## config.mk

```make
export PLATFORM = sky130hd
export DESIGN_NAME = instr_fetch_unit
export DESIGN_NICKNAME = d
export VERILOG_FILES = /design/src/rtl/instr_fetch_unit.sv
export SDC_FILE = /design/constraint.sdc
export NUM_CORES = 1
export LEC_CHECK = 0
export BUFFER_PORTS_ARGS = -buffer_cell sky130_fd_sc_hd__buf_2
export CAP_MARGIN = 20
export CORE_MARGIN = 5
export CORE_UTILIZATION = 40
export DETAILED_ROUTE_END_ITERATION = 10
export MAX_ROUTING_LAYER = met4
export PLACE_DENSITY = 0.76
export SLEW_MARGIN = 40
export SYNTH_ARGS = -nofsm -noshare
export SYNTH_HDL_FRONTEND = slang
export SYNTH_SLANG_ARGS = --single-unit
```

## constraint.sdc

```tcl
create_clock -name clk -period 1.5 [get_ports clk]
set_input_delay 0.225 -clock clk [delete_from_list [all_inputs] [get_ports clk]]
set_output_delay 0.225 -clock clk [all_outputs]
set_load 0.005 [all_outputs]
```

## src/rtl/instr_fetch_unit.sv

```systemverilog
// Instruction fetch unit: byte-wide memory initiator that assembles
// 1- and 2-byte instructions and hands them off via valid/ready.
module instr_fetch_unit #(
    parameter int ADDR_W = 13,
    parameter int DATA_W = 8,
    parameter logic [ADDR_W-1:0] RESET_PC = '0
) (
    input  logic              clk,
    input  logic              rst,
    output logic [ADDR_W-1:0] address,
    output logic              mem_read,
    input  logic [DATA_W-1:0] command,
    input  logic              bus_grant,
    output logic              instr_valid,
    input  logic              instr_ready,
    output logic [15:0]       instr,
    output logic              instr_two_byte,
    output logic [ADDR_W-1:0] instr_pc,
    output logic [ADDR_W-1:0] mem_addr,
    input  logic              jump_en,
    input  logic [ADDR_W-1:0] jump_addr
);

    typedef enum logic [1:0] {FETCH1, FETCH2, HOLD} state_t;

    state_t            state;
    state_t            state_n;
    logic [ADDR_W-1:0] pc;
    logic              is_two;
    logic              fetching;

    // Memory-reference ops (0xx) and JMP (110) carry a second address byte
    assign is_two = ~command[7] | (command[7:5] == 3'b110);

    assign fetching    = (state == FETCH1) || (state == FETCH2);
    assign mem_read    = ~rst & bus_grant & fetching;
    assign address     = pc;
    assign instr_valid = (state == HOLD);
    assign mem_addr    = instr[ADDR_W-1:0];

    always_ff @(posedge clk) begin
        if (rst) begin
            state <= FETCH1;
        end else begin
            state <= state_n;
        end
    end

    always_comb begin
        state_n = state;
        if (jump_en) begin
            state_n = FETCH1;
        end else begin
            case (state)
                FETCH1: if (bus_grant) state_n = is_two ? FETCH2 : HOLD;
                FETCH2: if (bus_grant) state_n = HOLD;
                HOLD:   if (instr_ready) state_n = FETCH1;
                default: state_n = FETCH1;
            endcase
        end
    end

    always_ff @(posedge clk) begin
        if (rst) begin
            pc             <= RESET_PC;
            instr          <= '0;
            instr_two_byte <= 1'b0;
            instr_pc       <= '0;
        end else if (jump_en) begin
            pc <= jump_addr;
        end else begin
            case (state)
                FETCH1: begin
                    if (bus_grant) begin
                        instr          <= {command[7:0], 8'h00};
                        instr_two_byte <= is_two;
                        instr_pc       <= pc;
                        pc             <= pc + ADDR_W'(1);
                    end
                end
                FETCH2: begin
                    if (bus_grant) begin
                        instr[7:0] <= command[7:0];
                        pc         <= pc + ADDR_W'(1);
                    end
                end
                default: ;
            endcase
        end
    end

endmodule

```

### Word-level counts from Yosys, hierarchy flattened

Index checks and enable logic that the tools add are counted.

* $add $sub $neg: 1
* equal/unequal tests: 6
* muxes and demuxes: 11
* bitwise operators: 6
* reduce and logical (&&, ||, !) cells: 11

Operators with widths (number)
* 13-bit two-way mux: 3
* 8-bit two-way mux: 2
* 8-bit case mux with 2 select lines: 1
* 13-bit by 1-bit adder with 13-bit output (second input constant): 1
* 2-bit two-way mux: 4
* 2-bit case mux with 3 select lines: 1
* 3-bit AND reduction: 2
* 2-bit nonzero test: 3
* 2-bit != test (second input constant): 2
* 4-bit AND reduction: 1
* 2-bit OR reduction: 2
* 3-bit == test (second input constant): 1
* 1-bit NOT: 3
* 1-bit AND: 2
* 2-bit by 1-bit == test with 1-bit output (second input constant): 1
* 2-bit == test (second input constant): 1
* 2-bit logical NOT: 1
* 2-bit by 1-bit != test with 1-bit output (second input constant): 1
* 2-bit AND reduction: 1
* 1-bit logical OR: 1
* 1-bit bitwise OR: 1

* register bits: 45
* bits of input ports: 26
* output and inout port bits: 58

### Depth between registers and ports, before layout

Gate-level depths: netlist of run 1.

* depth in word-level cells: 5
* gate-level depth with buffers: 7
* mapped depth without buffers: 5

### Worst setup path after synthesis of run 1

OpenSTA, ideal clock, no wires.

* path type: reg-to-reg
* start: reg pc[0], in the netlist address[0]
* end: reg pc[12], in the netlist address[12]
* library setup time: 86 ps
* arrival time: 1323 ps
* data required time: 1414 ps
* setup slack: 91 ps
* cell stages (with the launch flop): 6
* path buffers: 0
* period minus slack after synthesis: 1409 ps
* cells stage by stage: dfxtp_1 > ha_1 > nand3b_2 > nor4_2 > xnor2_1 > a211oi_1

* longest elaborated chain between the ends: 4

Ends and longest elaborated chain
* start, declared: line 28 `logic [ADDR_W-1:0] pc;`
* start signal, assigned: line 70 `pc <= jump_addr;`
* start signal, assigned: line 78 `pc <= pc + ADDR_W'(1);`
* start signal, assigned: line 84 `pc <= pc + ADDR_W'(1);`
* 13-bit by 1-bit adder with 13-bit output: line 78, 84
* 13-bit two-way mux: line 74, 82
* 13-bit two-way mux
* 13-bit two-way mux: line 69 `end else if (jump_en) begin`

No other way between the ends. The select of a mux whose other input is x is not followed.
A chain may end at the register's enable or synchronous reset.

### Worst setup path in the final report of run 1

* start: reg state[1]
* end: out mem_read

* longest elaborated chain between the ends: 3
* elaborated cells between the ends (all ways): 4
* classes of those cells: eq/ne: 1; bitwise: 1; reduce/logical: 2

Ends and longest elaborated chain
* start, declared: line 26 `state_t state;`
* start signal, assigned: line 45 `state <= state_n;`
* 2-bit by 1-bit == test with 1-bit output or 2-bit logical NOT (tied branches): line 35 `assign fetching = (state == FETCH1) || (state == FETCH2);`
* 1-bit logical OR (*): line 35
* 1-bit AND (*): line 36 `assign mem_read = ~rst & bus_grant & fetching;`
* end, declared: line 11 `output logic mem_read,`

Mark *: on every way between the ends. The rest lies on a longest branch, timed or not.

==> results_dict.tcl, run 1 <==
set metrics [dict create \
    outcome "finished clean" \
    yosysSeqAreaShare_pct 44.5 \
    cts_root_buf "clkbuf_8" \
    worst_path_max_delay_cell "dfxtp_2" \
    critPathBufInv 1 \
    regArea_um2 905 \
    grt_start_max_net_pins 29 \
    clk_latency_ns 0.30 \
    yosys_warnings 0 \
    die-width_um 81.2 \
    tightest_slew_ns 0.357 \
    synth_cell_type_count 32 \
    fill_cells 504 \
    fin_hold_ws_ns 0.165 \
    io-pin-count 84 \
    cts_buffers 5 \
    max-cap-violations 0 \
    gr-usage-met3_pct 3.77 \
    ant_nets 0 \
    r2r_setup_slack_ns 0.09 \
    post_cts_buffers 0 \
    syn_nets 270 \
    startpoint_type "register" \
    ir_worst_vdd_mv 0.337 \
    synth-main-ff-cell "dfxtp_1" \
    netlist_top_cells_count "nand2_1 (59), dfxtp_1 (45), a21oi_1 (32)" \
    setup_violations 0 \
    synth_cells 243 \
    cts_resized 1 \
    synth_seq_cells 45 \
    fin_crit_sh_pct 98.2 \
    tns_ns 0 \
    vias_per_cell 4.72 \
    synth_top_area_share_pct 44.5 \
    max_freq_ghz 0.679 \
    grt_setup_unrepaired "yes" \
    grt_pass1_vias 1803 \
    first_pass_iters 4 \
    synth_area_mm2 0.00203 \
    met1_usage_pct 19.6 \
    die_h_um 81.2 \
    totalWireLength_mm 5.09 \
    drive_above_1_share_pct 37.0 \
    path_depth 3 \
    antenna_found_initial 0 \
    clk_pin_slew_worst_paths_ns 0.08 \
    grt-ovfl-total 0 \
    cts_sinks 45 \
    cts-htree-levels 2 \
    ctsLongestPathBuffers 2 \
    holdCritPathClass "input port to register" \
    critPathMaxStageDelay_ns 0.40 \
    async_reset_ff_share_pct 0 \
    fin_crit_ns 1.47 \
    crit_path_end_kind "output pin" \
    crit_chain "and2b_1 > nor2b_1 > buf_2" \
    timing_hold_violations_final 0 \
    critPathTopFamily "simple AND/OR/NAND/NOR gates" \
    hold_buffers 0 \
    maxSlewHeadroom_pct 75.6 \
    num_antenna_cells 0 \
    r2r.worst_path.cells 5 \
    vias 1851 \
    coreArea_mm2 0.00501 \
    rows 26 \
    route.detailed.drc 0 \
    yosysTopAreaCell "dfxtp_1" \
    multiInputGateArea_um2 948 \
    fin_nets 348 \
    p_leak_nw 1.20 \
    hpwlAfterDp_mm 3.84 \
    yosysMostFrequentCell "nand2_1" \
    fin_skew_ns 0.00503 \
    grt_util_met2_pct 26.8 \
    cp_max_fo 8 \
    drv_slew 0 \
    initial_core_util_pct 40.4 \
    power_density_mw_per_mm2 978 \
    finalNonFillerCells 392 \
    wl_per_cell_um 13.0 \
    synth-edff-count 0 \
    yosys-top-cells-area "dfxtp_1 (44%), nand2_1 (11%), a21oi_1 (7.9%), buf_4 (4.8%), a211oi_1 (4.4%)" \
    die-area_mm2 0.00659 \
    grt_busiest_layer "met2" \
    worstPathRequired_ns 1.27 \
    grt_pass1_wl_mm 8.24 \
    grt_use_total_pct 16.4 \
    placed_cells 384 \
    whs_path_depth 3 \
    drt_first_iter_violations 125 \
    routabilityCongestion 0.807 \
    io_buffers 83 \
    cts_tree "done" \
    area_delta_synth_final_pct 30.0 \
    crit_type "register to output pin" \
    worst_ep_arrival_time_ns 1.25 \
    syn_area_per_cell_um2 8.34 \
]
-- cell type report --
cell class | instances | area share [%]
Clock inverter | 1 | 1.14
Tap cell | 70 | 3.33
Inverter | 4 | 0.570
Multi-Input combinational cell | 166 | 36.0
Clock buffer | 7 | 3.28
Sequential cell | 45 | 34.4
Timing Repair Buffer | 99 | 21.3
-- worst paths after layout --
kind                                          startpoint                        to
worst max-delay path               state[1]$_SDFFE_PP0P_                  mem_read
worst min-delay path                        jump_addr[0]   address[0]$_SDFFE_PP0P_
worst max register to register   address[0]$_SDFFE_PP0P_  address[12]$_SDFFE_PP0P_
worst min register to register  instr_pc[4]$_SDFFE_PP0P_  instr_pc[4]$_SDFFE_PP0P_
-- sequential cells by signal, indices dropped and copies added (netlist names) --
signal	count
instr_pc	13
instr	16
address	13
state	2
instr_two_byte	1
-- logic make-up after synthesis --
logic type / after synthesis / synth area share, %
adders and majority gates: 1 / 0.618
DFF: 45 / 44.5
and+or+nand+nor: 105 / 26.1
muxes: 1 / 0.556
buffers and inverters: 32 / 9.70
AOI/OAI and AO/OA: 47 / 13.4
xor gates and xnor gates: 12 / 5.19
-- report_power, final --
part	switching (W)	total, W	internal (W)
Sequential	0.0000466	0.00129	0.00125
Combinational	0.000176	0.000338	0.000162
Clock	0.000402	0.000945	0.000543
Total	0.000624	0.00258	0.00195
-- per-layer routing --
layer | vias to the layer above | wire (µm) | share of wire (%)
met2 | 60 | 2460 | 48
met1 | 822 | 2190 | 43
li1 | 958 | - | -
met5 | - | 0 | 0
met4 | 0 | 122 | 2.4
met3 | 11 | 321 | 6.3
-- worst min-delay path, delay by kind of cell --
kind / cells / cell delay, ns
AO/OA/AOI/OAI: 1 / 0.05
buffers and inverters: 1 / 0.09
AND/OR/NAND/NOR: 1 / 0.05
-- through the flow --
step                      util (%)  total power [W]  cell area (µm²)  setup WS, ns
after floorplan                  -          0.00150             2030        0.0910
after global placement        49.8          0.00165             2490        0.0984
after detailed placement      49.8          0.00166             2490       -0.0171
after CTS                     52.1          0.00259             2610        0.0165
after global routing          52.5          0.00269             2630       -0.0302
final                         52.5          0.00258             2630        0.0270
-- cell usage in the layout (no fill, tap or decap) --
master,instances
buf_2,83
nand2_1,59
dfxtp_1,42
a21oi_1,32
buf_4,14
nor2_1,12
a211oi_1,12
xnor2_1,10
nand3_1,10
nor3_1,6
clkbuf_8,6
inv_1,4
nand2b_1,3
dfxtp_2,3
and2b_1,2
nor2b_1,2
nand4_1,2
xor2_1,2
buf_12,2
nand4b_2,1
nand3b_4,1
mux2_2,1
or3b_1,1
nor2_8,1
nor3b_2,1
a21boi_0,1
o21ai_0,1
nand4_4,1
nor4_4,1
or3b_2,1
a2111oi_0,1
nor4_2,1
ha_2,1
clkbuf_1,1
bufinv_16,1
(Power assumes the default switching activity.)
==> inputs of run 2 (changes only) <==
==> constraint.sdc (replaced) <==
create_clock -name clk -period 1.5 [get_ports clk]
set_input_delay 0.3 -clock clk [delete_from_list [all_inputs] [get_ports clk]]
set_output_delay 0.3 -clock clk [all_outputs]
set_load 0.005 [all_outputs]
==> results_dict.tcl, run 2 (synthesized netlist as in run 1, its figures left out) <==
set metrics [dict create \
    grt_pass1_wl_mm 7.94 \
    worstPathRequired_ns 1.20 \
    ant_nets 0 \
    wl_per_cell_um 12.5 \
    grt_pass1_vias 1797 \
    combPwrFrac_pct 14.5 \
    cts_buffers 5 \
    drv_slew 0 \
    cts_sinks 45 \
    fin_crit_sh_pct 96.5 \
    whs_path_depth 3 \
    power_density_mw_per_mm2 893 \
    antenna_found_initial 0 \
    critPathMaxStageDelay_ns 0.39 \
    area_delta_synth_final_pct 30.1 \
    worst_ep_arrival_time_ns 1.15 \
    drive_above_1_share_pct 37.8 \
    cts_tree "done" \
    drt_first_iter_violations 75 \
    cts_root_buf "clkbuf_8" \
    mostFrequentLayoutCell "buf_2" \
    io-pin-count 84 \
    io_buffers 83 \
    timing_hold_violations_final 0 \
    fin_hold_ws_ns 0.246 \
    p_leak_nw 1.21 \
    worst_path_max_delay_cell "dfxtp_4" \
    totalWireLength_mm 4.89 \
    holdCritPathClass "input port to register" \
    largest_register_ffs 16 \
    grt_start_max_net_pins 46 \
    first_pass_iters 4 \
    hpwlAfterDp_mm 3.65 \
    swShare_pct 26.5 \
    grt_use_total_pct 15.6 \
    coreArea_mm2 0.00501 \
    max-cap-violations 0 \
    power.switching_w 0.000624 \
    route.detailed.drc 0 \
    final_area_mm2 0.00264 \
    clockPowerShare_pct 30.7 \
    rows 26 \
    max_freq_ghz 0.691 \
    setup_violations 0 \
    fin_skew_ns 0.00258 \
    crit_chain "and2b_2 > nor2b_1 > buf_2" \
    initial_core_util_pct 40.4 \
    grt-ovfl-total 0 \
    fin_nets 346 \
    largest-register "instr" \
    cts-htree-levels 2 \
    die-width_um 81.2 \
    outcome "finished clean" \
    cp_max_fo 8 \
    die-area_mm2 0.00659 \
    dpl-instance-area_mm2 0.00248 \
    num_antenna_cells 0 \
    ir_worst_vdd_mv 0.420 \
    die_h_um 81.2 \
    crit_path_end_kind "output pin" \
    vias 1835 \
    mostFrequentLayoutCells "buf_2 (83), nand2_1 (59), dfxtp_1 (43), a21oi_1 (32)" \
    clk_pin_slew_worst_paths_ns 0.08 \
    r2r.worst_path.cells 5 \
    startpoint_type "register" \
    crit_type "register to output pin" \
    hold_buffers 0 \
    tightest_slew_ns 0.339 \
    clk_latency_ns 0.29 \
    fin_crit_ns 1.45 \
    p_int_w 0.00173 \
    routabilityCongestion 0.785 \
    maxSlewHeadroom_pct 76.8 \
    vias_per_cell 4.71 \
    ctsLongestPathBuffers 2 \
    p_seq_share_pct 54.8 \
]
## run 2: cell types whose count changed in the layout (fill, tap and decap cells not counted), moves of 2 or more
cell	change
clkinv_2	+2
nor3_1	-3
buf_4	-3
dfxtp_2	-2
nor3_2	+3
## run 2: critical path: cells and delay by family (launching register included)
family / cells / cell delay (ns)
flops: 1 / 0.39
simple gates: 2 / 0.35
buf+inv: 1 / 0.12
## run 2: repair_timing
action                                  CTS  global route
buffers inserted                          1             0
endpoints found under the setup margin    1             7
gates resized for setup                   3             9
## run 2: area by class of cell
cell class	count	area [µm²]
repair buffers	97	558
inverters	4	15.0
fillers	502	2370
clock buffers	5	68.8
multi-input cells	166	982
flip-flops and latches	45	906
well taps	70	87.6
clock inverters	3	17.5
## run 2: path summary, 6_finish.rpt
kind,from,end,slack [ns]
hold / removal,jump_addr[1],address[1]$_SDFFE_PP0P_,0.25
setup / recovery,state[1]$_SDFFE_PP0P_,mem_read,0.05
hold reg to reg,instr_pc[7]$_SDFFE_PP0P_,instr_pc[7]$_SDFFE_PP0P_,0.45
setup reg to reg,state[1]$_SDFFE_PP0P_,instr_pc[6]$_SDFFE_PP0P_,0.10
## run 2: stage by stage
step                      setup slack (ns)  instances  TNS (ns)  utilization (%)  power [W]
after floorplan                     0.0910        243         0                -    0.00150
after global placement              0.0605        381         0             49.6    0.00165
after detailed placement           -0.0526        381   -0.0526             49.6    0.00165
after CTS                           0.0265        390         0             51.5    0.00237
after global routing               -0.0147        390   -0.0147             52.6    0.00247
final                               0.0524        390         0             52.6    0.00235
## run 2: power by group through the flow
stage	clock network (W)	logic, W	registers [W]
after floorplan	0	0.000175	0.00132
after global placement	0	0.000331	0.00132
after detailed placement	0	0.000336	0.00132
after CTS	0.000742	0.000340	0.00129
after global routing	0.000796	0.000379	0.00130
final	0.000722	0.000342	0.00129
## run 2: per-layer routing
metal / global-route usage [%] / vias to the layer above / wire [µm]
met5: - / - / 0
met4: 4.56 / 0 / 73
met3: 4.10 / 6 / 302
met2: 26.5 / 48 / 2390
met1: 18.1 / 831 / 2130
li1: - / 950 / -
==> inputs of run 3 (changes only) <==
- SETUP_SLACK_MARGIN: not set -> 0.3
==> results_dict.tcl, run 3 (synthesized netlist as in run 1, its figures left out) <==
set metrics [dict create \
    largest_register_ffs 16 \
    r2r.worst_path.cells 5 \
    drt_first_iter_violations 97 \
    crit_type "register to output pin" \
    largest-register "instr" \
    die_h_um 81.2 \
    r2r_setup_slack_ns 0.07 \
    grt-ovfl-total 0 \
    routabilityCongestion 0.836 \
    timing_hold_violations_final 0 \
    holdCritPathClass "input port to register" \
    cts_root_buf "clkbuf_8" \
    drv_slew 0 \
    coreArea_mm2 0.00501 \
    num_antenna_cells 0 \
    fin_crit_sh_pct 97.1 \
    die-width_um 81.2 \
    hpwlAfterDp_mm 3.81 \
    clk_latency_ns 0.30 \
    io-pin-count 84 \
    grt_pass1_wl_mm 9.12 \
    tightest_slew_ns 0.409 \
    mostFrequentLayoutCell "buf_2" \
    critPathMaxStageDelay_ns 0.36 \
    fin_nets 381 \
    worst_path_max_delay_cell "dfxtp_2" \
    mostFrequentLayoutCells "buf_2 (76), nand2_1 (44), dfxtp_1 (32), buf_4 (26), buf_6 (23)" \
    ir_worst_vdd_mv 0.480 \
    vias 2166 \
    hold_buffers 0 \
    cts-htree-levels 2 \
    ctsLongestPathBuffers 2 \
    route.detailed.drc 0 \
    worstPathRequired_ns 1.20 \
    wl_per_cell_um 16.5 \
    first_pass_iters 4 \
    rr_startpoint "state[1]$_SDFFE_PP0P_" \
    startpoint_type "register" \
    grt_setup_unrepaired "yes" \
    clk_pin_slew_worst_paths_ns 0.09 \
    rows 26 \
    crit_path_end_kind "output pin" \
    fin_hold_ws_ns 0.226 \
    grt_start_max_net_pins 23 \
    worst_ep_arrival_time_ns 1.16 \
    fin_skew_ns 0.00753 \
    totalWireLength_mm 7.03 \
    outcome "finished clean" \
    cts_buffers 5 \
    grt_use_total_pct 18.4 \
    max_freq_ghz 0.687 \
    p_leak_nw 1.58 \
    cts_sinks 45 \
    drive_above_1_share_pct 63.7 \
    crit_chain "and2b_2 > nor2b_1 > buf_2" \
    fin_crit_ns 1.46 \
    cp_max_fo 4 \
    worstSetupStartpoint "state[1]$_SDFFE_PP0P_" \
    antenna_found_initial 0 \
    fill_cells 386 \
    ant_nets 0 \
    grt_pass1_vias 1949 \
    max-cap-violations 0 \
    maxSlewHeadroom_pct 72.7 \
    setup_violations 0 \
    die-area_mm2 0.00659 \
    crit_end "mem_read" \
    io_buffers 83 \
    cts_tree "done" \
    r2r-end "instr_pc[0]$_SDFFE_PP0P_" \
    area_delta_synth_final_pct 68.7 \
    initial_core_util_pct 40.4 \
    vias_per_cell 5.10 \
    dpl-instance-area_mm2 0.00256 \
    final_area_mm2 0.00342 \
    fin_util_pct 68.2 \
    power_density_mw_per_mm2 768 \
]
-- run 3: where the power goes --
group,internal (W),leakage (nW),switching [W]
Clock,0.000324,0.0450,0.000419
Combinational,0.000299,1.16,0.000286
Sequential,0.00125,0.374,0.0000508
-- run 3: how the worst min path moves through the flow --
stage	start	endpoint	slack, ns	cells past startpoint
floorplan	jump_addr[0]	address[0]$_SDFFE_PP0P_	0.44	2
global placement	instr_pc[12]$_SDFFE_PP0P_	instr_pc[12]$_SDFFE_PP0P_	0.44	2
detailed placement	instr[15]$_SDFFE_PP0P_	instr[15]$_SDFFE_PP0P_	0.44	2
CTS	jump_addr[1]	address[1]$_SDFFE_PP0P_	0.23	3
global route	jump_addr[0]	address[0]$_SDFFE_PP0P_	0.24	3
finish	jump_addr[0]	address[0]$_SDFFE_PP0P_	0.23	3
-- run 3: per-stage QoR --
stage	TNS (ns)	power, W	cells	setup slack, ns
6_report	0	0.00262	425	0.0435
4_1_cts	0	0.00244	411	0.0627
3_5_place_dp	-0.0814	0.00167	388	-0.0761
5_1_grt	0	0.00273	425	0.00333
3_3_place_gp	0	0.00166	388	0.0167
2_1_floorplan	0	0.00151	243	0.131
-- run 3: layer usage --
metal	share of wire [%]	GRT usage [%]
met5	0	-
met4	3.5	8.11
met3	5.8	3.88
met2	51	30.7
met1	40	21.4
-- run 3: area by class of cell --
class                   instances  area, µm²  share of cell area, %
multi-input cells             166       1320                   38.5
repair buffers                132        980                   28.7
flip-flops and latches         45        932                   27.3
well taps                      70       87.6                   2.56
clock buffers                   6       72.6                   2.12
inverters                       4       18.8                  0.549
clock inverters                 2       10.0                  0.293
-- run 3: critical path: cells and delay by family (launching register included) --
family | cells | cell delay (ns)
and+or+nand+nor | 2 | 0.37
DFF | 1 | 0.36
buffers and inverters | 1 | 0.14
-- run 3: what timing repair did --
action | in CTS | in global routing
endpoints found under the setup margin | 50 | 59
gates cloned | 0 | 3
resized for setup | 35 | 91
pin swaps | 17 | 47
setup buffers | 15 | 11
